<file path="src/rtl/tron_pkg.sv">
// Shared tron types: player direction encoding and its opposite, used by steering and movement.
package tron_pkg;

   typedef enum logic [1:0] {
      UP    = 2'd0,
      DOWN  = 2'd1,
      LEFT  = 2'd2,
      RIGHT = 2'd3
   } dir_t;

   localparam int unsigned DROP_W = 8;

   function automatic dir_t opposite(input dir_t d);
      case (d)
         UP:      opposite = DOWN;
         DOWN:    opposite = UP;
         LEFT:    opposite = RIGHT;
         default: opposite = LEFT;
      endcase
   endfunction

endpackage

</file>
<file path="src/rtl/tron_dir_fifo.sv">
// Circular buffer of queued turns; DEPTH must be a power of two so pointers wrap naturally.
module tron_dir_fifo
   import tron_pkg::*;
#(
   parameter int unsigned DEPTH = 4
) (
   input  logic                     clk_pix,
   input  logic                     rst_pix,
   input  logic                     flush,
   input  logic                     push,
   input  logic                     pop,
   input  dir_t                     wdata,
   output dir_t                     head,
   output dir_t                     tail,
   output logic [$clog2(DEPTH):0]   count,
   output logic                     full,
   output logic                     empty
);

   localparam int unsigned PW = $clog2(DEPTH);
   localparam int unsigned CW = PW + 1;

   dir_t          mem_q [DEPTH];
   dir_t          mem_d [DEPTH];
   logic [PW-1:0] wr_ptr_q, wr_ptr_d;
   logic [PW-1:0] rd_ptr_q, rd_ptr_d;
   logic [CW-1:0] count_q, count_d;

   always_comb begin
      mem_d    = mem_q;
      wr_ptr_d = wr_ptr_q;
      rd_ptr_d = rd_ptr_q;
      count_d  = count_q;
      if (flush) begin
         wr_ptr_d = '0;
         rd_ptr_d = '0;
         count_d  = '0;
      end else begin
         if (push) begin
            mem_d[wr_ptr_q] = wdata;
            wr_ptr_d        = wr_ptr_q + PW'(1);
         end
         if (pop) begin
            rd_ptr_d = rd_ptr_q + PW'(1);
         end
         case ({push, pop})
            2'b10:   count_d = count_q + CW'(1);
            2'b01:   count_d = count_q - CW'(1);
            default: count_d = count_q;
         endcase
      end
   end

   always_ff @(posedge clk_pix) begin
      if (rst_pix) begin
         wr_ptr_q <= '0;
         rd_ptr_q <= '0;
         count_q  <= '0;
      end else begin
         wr_ptr_q <= wr_ptr_d;
         rd_ptr_q <= rd_ptr_d;
         count_q  <= count_d;
      end
   end

   // Storage needs no reset: entries are only read while count says they are valid.
   always_ff @(posedge clk_pix) begin
      mem_q <= mem_d;
   end

   assign head  = mem_q[rd_ptr_q];
   assign tail  = mem_q[wr_ptr_q - PW'(1)];
   assign count = count_q;
   assign full  = (count_q == CW'(DEPTH));
   assign empty = (count_q == '0);

endmodule

</file>
<file path="src/rtl/tron_dir_queue.sv">
// Per-player steering front end: queues legal turn presses and applies one per game tick.
// Optional DIRQ_DROP_CNT_EN adds an 8-bit saturating count of rejected presses.
module tron_dir_queue
   import tron_pkg::*;
#(
   parameter int unsigned DEPTH   = 4,
   parameter dir_t        RST_DIR = RIGHT
) (
   input  logic                   clk_pix,
   input  logic                   rst_pix,
   input  logic                   load,
   input  logic [1:0]             init_dir,
   input  logic                   tick,
   input  logic                   btn_up,
   input  logic                   btn_down,
   input  logic                   btn_left,
   input  logic                   btn_right,
`ifdef DIRQ_DROP_CNT_EN
   output logic [DROP_W-1:0]      drop_cnt,
`endif
   output dir_t                   dir,
   output logic                   turned,
   output logic [$clog2(DEPTH):0] q_count
);

   dir_t       dir_q, dir_d;
   logic       turned_q, turned_d;
   logic [3:0] btn_prev_q, btn_prev_d;
   logic [3:0] btn_now, btn_edge;
   logic       cand_vld;
   dir_t       cand_dir;
   dir_t       ref_dir;
   logic       legal;
   logic       push, pop;
   dir_t       head, tail;
   logic       full, empty;

   // Bit order {up, down, left, right}.
   assign btn_now    = {btn_up, btn_down, btn_left, btn_right};
   assign btn_edge   = btn_now & ~btn_prev_q;
   assign btn_prev_d = btn_now;

   always_comb begin
      cand_vld = |btn_edge;
      if (btn_edge[0])      cand_dir = RIGHT;
      else if (btn_edge[1]) cand_dir = LEFT;
      else if (btn_edge[3]) cand_dir = UP;
      else                  cand_dir = DOWN;
   end

   // Legality is judged against where the snake will be heading once the queue drains.
   assign ref_dir = empty ? dir_q : tail;
   assign pop     = tick & ~empty & ~load;
   assign legal   = (cand_dir != ref_dir) && (cand_dir != opposite(ref_dir)) && !(full && !pop);
   assign push    = cand_vld & ~load & legal;

   always_comb begin
      dir_d = dir_q;
      if (load)     dir_d = dir_t'(init_dir);
      else if (pop) dir_d = head;
   end

   assign turned_d = pop;

   always_ff @(posedge clk_pix) begin
      if (rst_pix) begin
         dir_q      <= RST_DIR;
         turned_q   <= 1'b0;
         btn_prev_q <= 4'hF;
      end else begin
         dir_q      <= dir_d;
         turned_q   <= turned_d;
         btn_prev_q <= btn_prev_d;
      end
   end

   tron_dir_fifo #(
      .DEPTH (DEPTH)
   ) u_fifo (
      .clk_pix (clk_pix),
      .rst_pix (rst_pix),
      .flush   (load),
      .push    (push),
      .pop     (pop),
      .wdata   (cand_dir),
      .head    (head),
      .tail    (tail),
      .count   (q_count),
      .full    (full),
      .empty   (empty)
   );

`ifdef DIRQ_DROP_CNT_EN
   logic [DROP_W-1:0] drop_q, drop_d;

   always_comb begin
      drop_d = drop_q;
      if (cand_vld && !load && !legal && (drop_q != {DROP_W{1'b1}})) begin
         drop_d = drop_q + DROP_W'(1);
      end
   end

   always_ff @(posedge clk_pix) begin
      if (rst_pix) drop_q <= '0;
      else         drop_q <= drop_d;
   end

   assign drop_cnt = drop_q;
`endif

   assign dir    = dir_q;
   assign turned = turned_q;

endmodule

</file>
<file path="config.mk">
export PLATFORM = sky130hd
export DESIGN_NAME = tron_dir_queue
export DESIGN_NICKNAME = d
export VERILOG_FILES = /design/src/rtl/tron_pkg.sv /design/src/rtl/tron_dir_fifo.sv /design/src/rtl/tron_dir_queue.sv
export SDC_FILE = /design/constraint.sdc
export NUM_CORES = 1
export LEC_CHECK = 0
export ABC_AREA = 1
export CORE_MARGIN = 2
export CORE_UTILIZATION = 32
export CTS_CLUSTER_DIAMETER = 120
export DETAILED_ROUTE_END_ITERATION = 10
export GPL_TIMING_DRIVEN = 0
export PLACE_DENSITY_LB_ADDON = 0.15
export SKIP_LAST_GASP = 1
export SYNTH_ARGS = -nofsm -noshare
export SYNTH_HDL_FRONTEND = slang
export SYNTH_SLANG_ARGS = --single-unit
</file>
<file path="constraint.sdc">
create_clock -name clk_pix -period 4 [get_ports clk_pix]
set_input_delay 0.8 -clock clk_pix [delete_from_list [all_inputs] [get_ports clk_pix]]
set_output_delay 0.8 -clock clk_pix [all_outputs]
set_load 0.02 [all_outputs]
</file>
==> reports/metrics.csv <==
metric;value;unit
die_h;62.7;um
startpoint_type;input pin;
arrival;2.97;ns
met1_length;1090;um
swShare;23.4;%
cts.repair.resized;0;
p_per_area;354;nW/um^2
yosysTopAreaCell;dfxtp_1;
crit_required;4.21;ns
rows;21;
cts_buffer_depth;2;
synth_nets;152;
power.switching;0.000113;W
synth_area;1100;um^2
ys.warnings.count;0;
area_growth;23.6;%
ant_nets;0;
worstSetupStartpoint;load;
via_count;853;
grtUsageTotal;12.4;%
setup_viol;0;
ios;16;
clock_latency;0.31;ns
critPathCaptureType;flop;
hold_slack;0.518;ns
post-dp-hpwl;1710;um
clock_skew;0.00502;ns
top_layer_used;met4;
cts_tree;built;
clkSinkCount;22;
cts_made_buffers;3;
cts_setup_buffers;0;
hp-class;flop to flop;
fmax;0.362;GHz
r2r_cells;14;
grt_pass1_vias;834;
cts_root_buffer;clkbuf_4;
power_leakage;0.586;nW
status;complete, no violations;
rr_endpoint;u_fifo.count[2];
routed_wl;2190;um
postSynthCellCount;136;
synth_seq_cells;22;
die_x;62.7;um
worstSetupPathType;input pin to flop;
maxSlewViolCount;0;
synth_cell_types;21;
tightest_slew;0.474;ns
min_period;2.76;ns
yosysTopAreaCellShare;25.5;%
grt_start_max_net_pins;14;
grt_pass1_wl;3900;um
route.met3.wl;69;um
relSlewSlack;68.3;%
wl_per_cell;10.9;um
fp.dieArea;3930;um^2
crit_end;u_fifo.count[2];
final.period_utilization;69.0;%
nets;172;
min_path_cells;2;
overflow;0;
ctsHoldBuffers;0;
place_congestion;0.726;
syn_avg_cell_area;8.10;um^2
route.met2.wl;1020;um
vdd_drop_max;223;uV
initial_core_util;33.3;%
drcViolationCount;0;
yosys-top-cells-area;dfxtp_1 (25%), edfxtp_1 (22%), inv_1 (9.9%), nand2_1 (6.8%), ha_1 (5.7%);
drtIter0Drc;42;
path_max_fanout;8;
p_int;0.000369;W
cts-htree-levels;1;
p_clk_share;35.8;%
rsz0062_at_grt;no;
r2r_slack;1.42;ns
antenna_found_initial;0;
firstDrtPassIters;2;
drive_gt1_share;9.03;%
hold_viol;0;
core;3310;um^2
fin_setup_tns;0;ns
combPwrFrac;13.4;%
diodes;0;
yosysSeqAreaShare;47.3;%
seqPwrFrac;50.7;%
io_buffers;15;
vias_per_cell;4.24;
power;0.000482;W
maxCapViolCount;0;
r2r_start;u_fifo.wr_ptr_q[0];
clk_pin_slew;0.13;ns
## placed cells by master, fill, tap and decap left out
cell type / n
inv_2: 1
nand2_2: 1
nand3_1: 6
o21ai_1: 1
o21ai_0: 11
or2_1: 1
nand3_2: 2
o211ai_1: 2
fa_1: 1
dfxtp_1: 14
nor2_2: 2
or2_2: 3
nor2_1: 16
a21oi_1: 10
edfxtp_1: 8
nand2_1: 20
a22oi_1: 1
clkbuf_4: 3
nand3_4: 1
bufinv_16: 1
clkdlybuf4s50_1: 15
nand4_1: 1
ha_1: 5
inv_1: 29
## worst min-delay path by stage
stage                              end               start  slack (ns)
floorplan           u_fifo.rd_ptr_q[1]  u_fifo.rd_ptr_q[1]        0.49
global placement                dir[0]              dir[0]        0.46
detailed placement              dir[0]              dir[0]        0.48
CTS                             dir[0]              dir[0]        0.51
global route           u_fifo.count[0]     u_fifo.count[0]        0.58
finish                          dir[0]              dir[0]        0.52
## stage by stage
step	instance area (um^2)	util, %	setup WS (ns)	cells
final	1360	41.1	1.24	201
after global routing	1360	41.1	1.01	201
after CTS	1360	41.1	1.26	201
after detailed placement	1310	39.5	0.924	197
after global placement	1310	39.5	0.959	197
after floorplan	1100	-	1.61	136
## synthesized netlist by cell type
library cell  number
nor2_2             2
or2_2              3
nand3_1            6
inv_2              1
a22oi_1            1
nand4_1            1
inv_1             29
fa_1               1
o21ai_1            1
a21oi_1           10
dfxtp_1           14
edfxtp_1           8
or2_1              1
nor2_1            16
o211ai_1           2
nand3_4            1
ha_1               5
nand2_2            1
nand2_1           20
nand3_2            2
o21ai_0           11
## power by group through the flow
| stage | Clock, W | Sequential, W | Combinational (W) |
|---|---|---|---|
| after floorplan | 0 | 0.000252 | 0.0000363 |
| after global placement | 0 | 0.000249 | 0.0000636 |
| after detailed placement | 0 | 0.000249 | 0.0000647 |
| after CTS | 0.000174 | 0.000244 | 0.0000652 |
| after global routing | 0.000190 | 0.000246 | 0.0000737 |
| final | 0.000172 | 0.000244 | 0.0000648 |
## registers in the layout, summed over array words and instances (netlist names)
register,cells
btn_prev_q,4
u_fifo.rd_ptr_q,2
u_fifo.count,3
u_fifo.mem_q,8
dir,2
turned,1
u_fifo.wr_ptr_q,2
## cell families (layout without fill, tap and decap cells)
group                      after synthesis  after routing  share of synthesized area, %
DFF                                     22             22                          47.3
and+or+nand+nor                         53             53                          23.0
adders and majority gates                6              6                          7.50
AOI/OAI and AO/OA                       25             25                          12.0
buffers and inverters                   30             49                          10.2
## cell type report
type | instances | area, um^2
Clock buffer | 3 | 22.5
Clock inverter | 1 | 30.0
Fill cell | 376 | 1950
Inverter | 30 | 113
Multi-Input combinational cell | 84 | 468
Sequential cell | 22 | 520
Tap cell | 46 | 57.6
Timing Repair Buffer | 15 | 150
## layer usage
layer | vias up | GRT usage (%)
li1 | 466 | -
met3 | 2 | 3.60
met2 | 10 | 19.5
met5 | - | 0
met4 | 0 | 1.67
met1 | 375 | 17.4
## critical path, stage by stage
cell             delay (ns)
clkdlybuf4s50_1        0.57
inv_1                  0.15
o21ai_0                0.13
nor2_2                 0.09
nand3_4                0.13
ha_1                   0.16
inv_1                  0.06
fa_1                   0.38
a21oi_1                0.16
o21ai_0                0.12
o21ai_0                0.16
a21oi_1                0.06
Note: power is estimated with default switching activity, not from simulation.
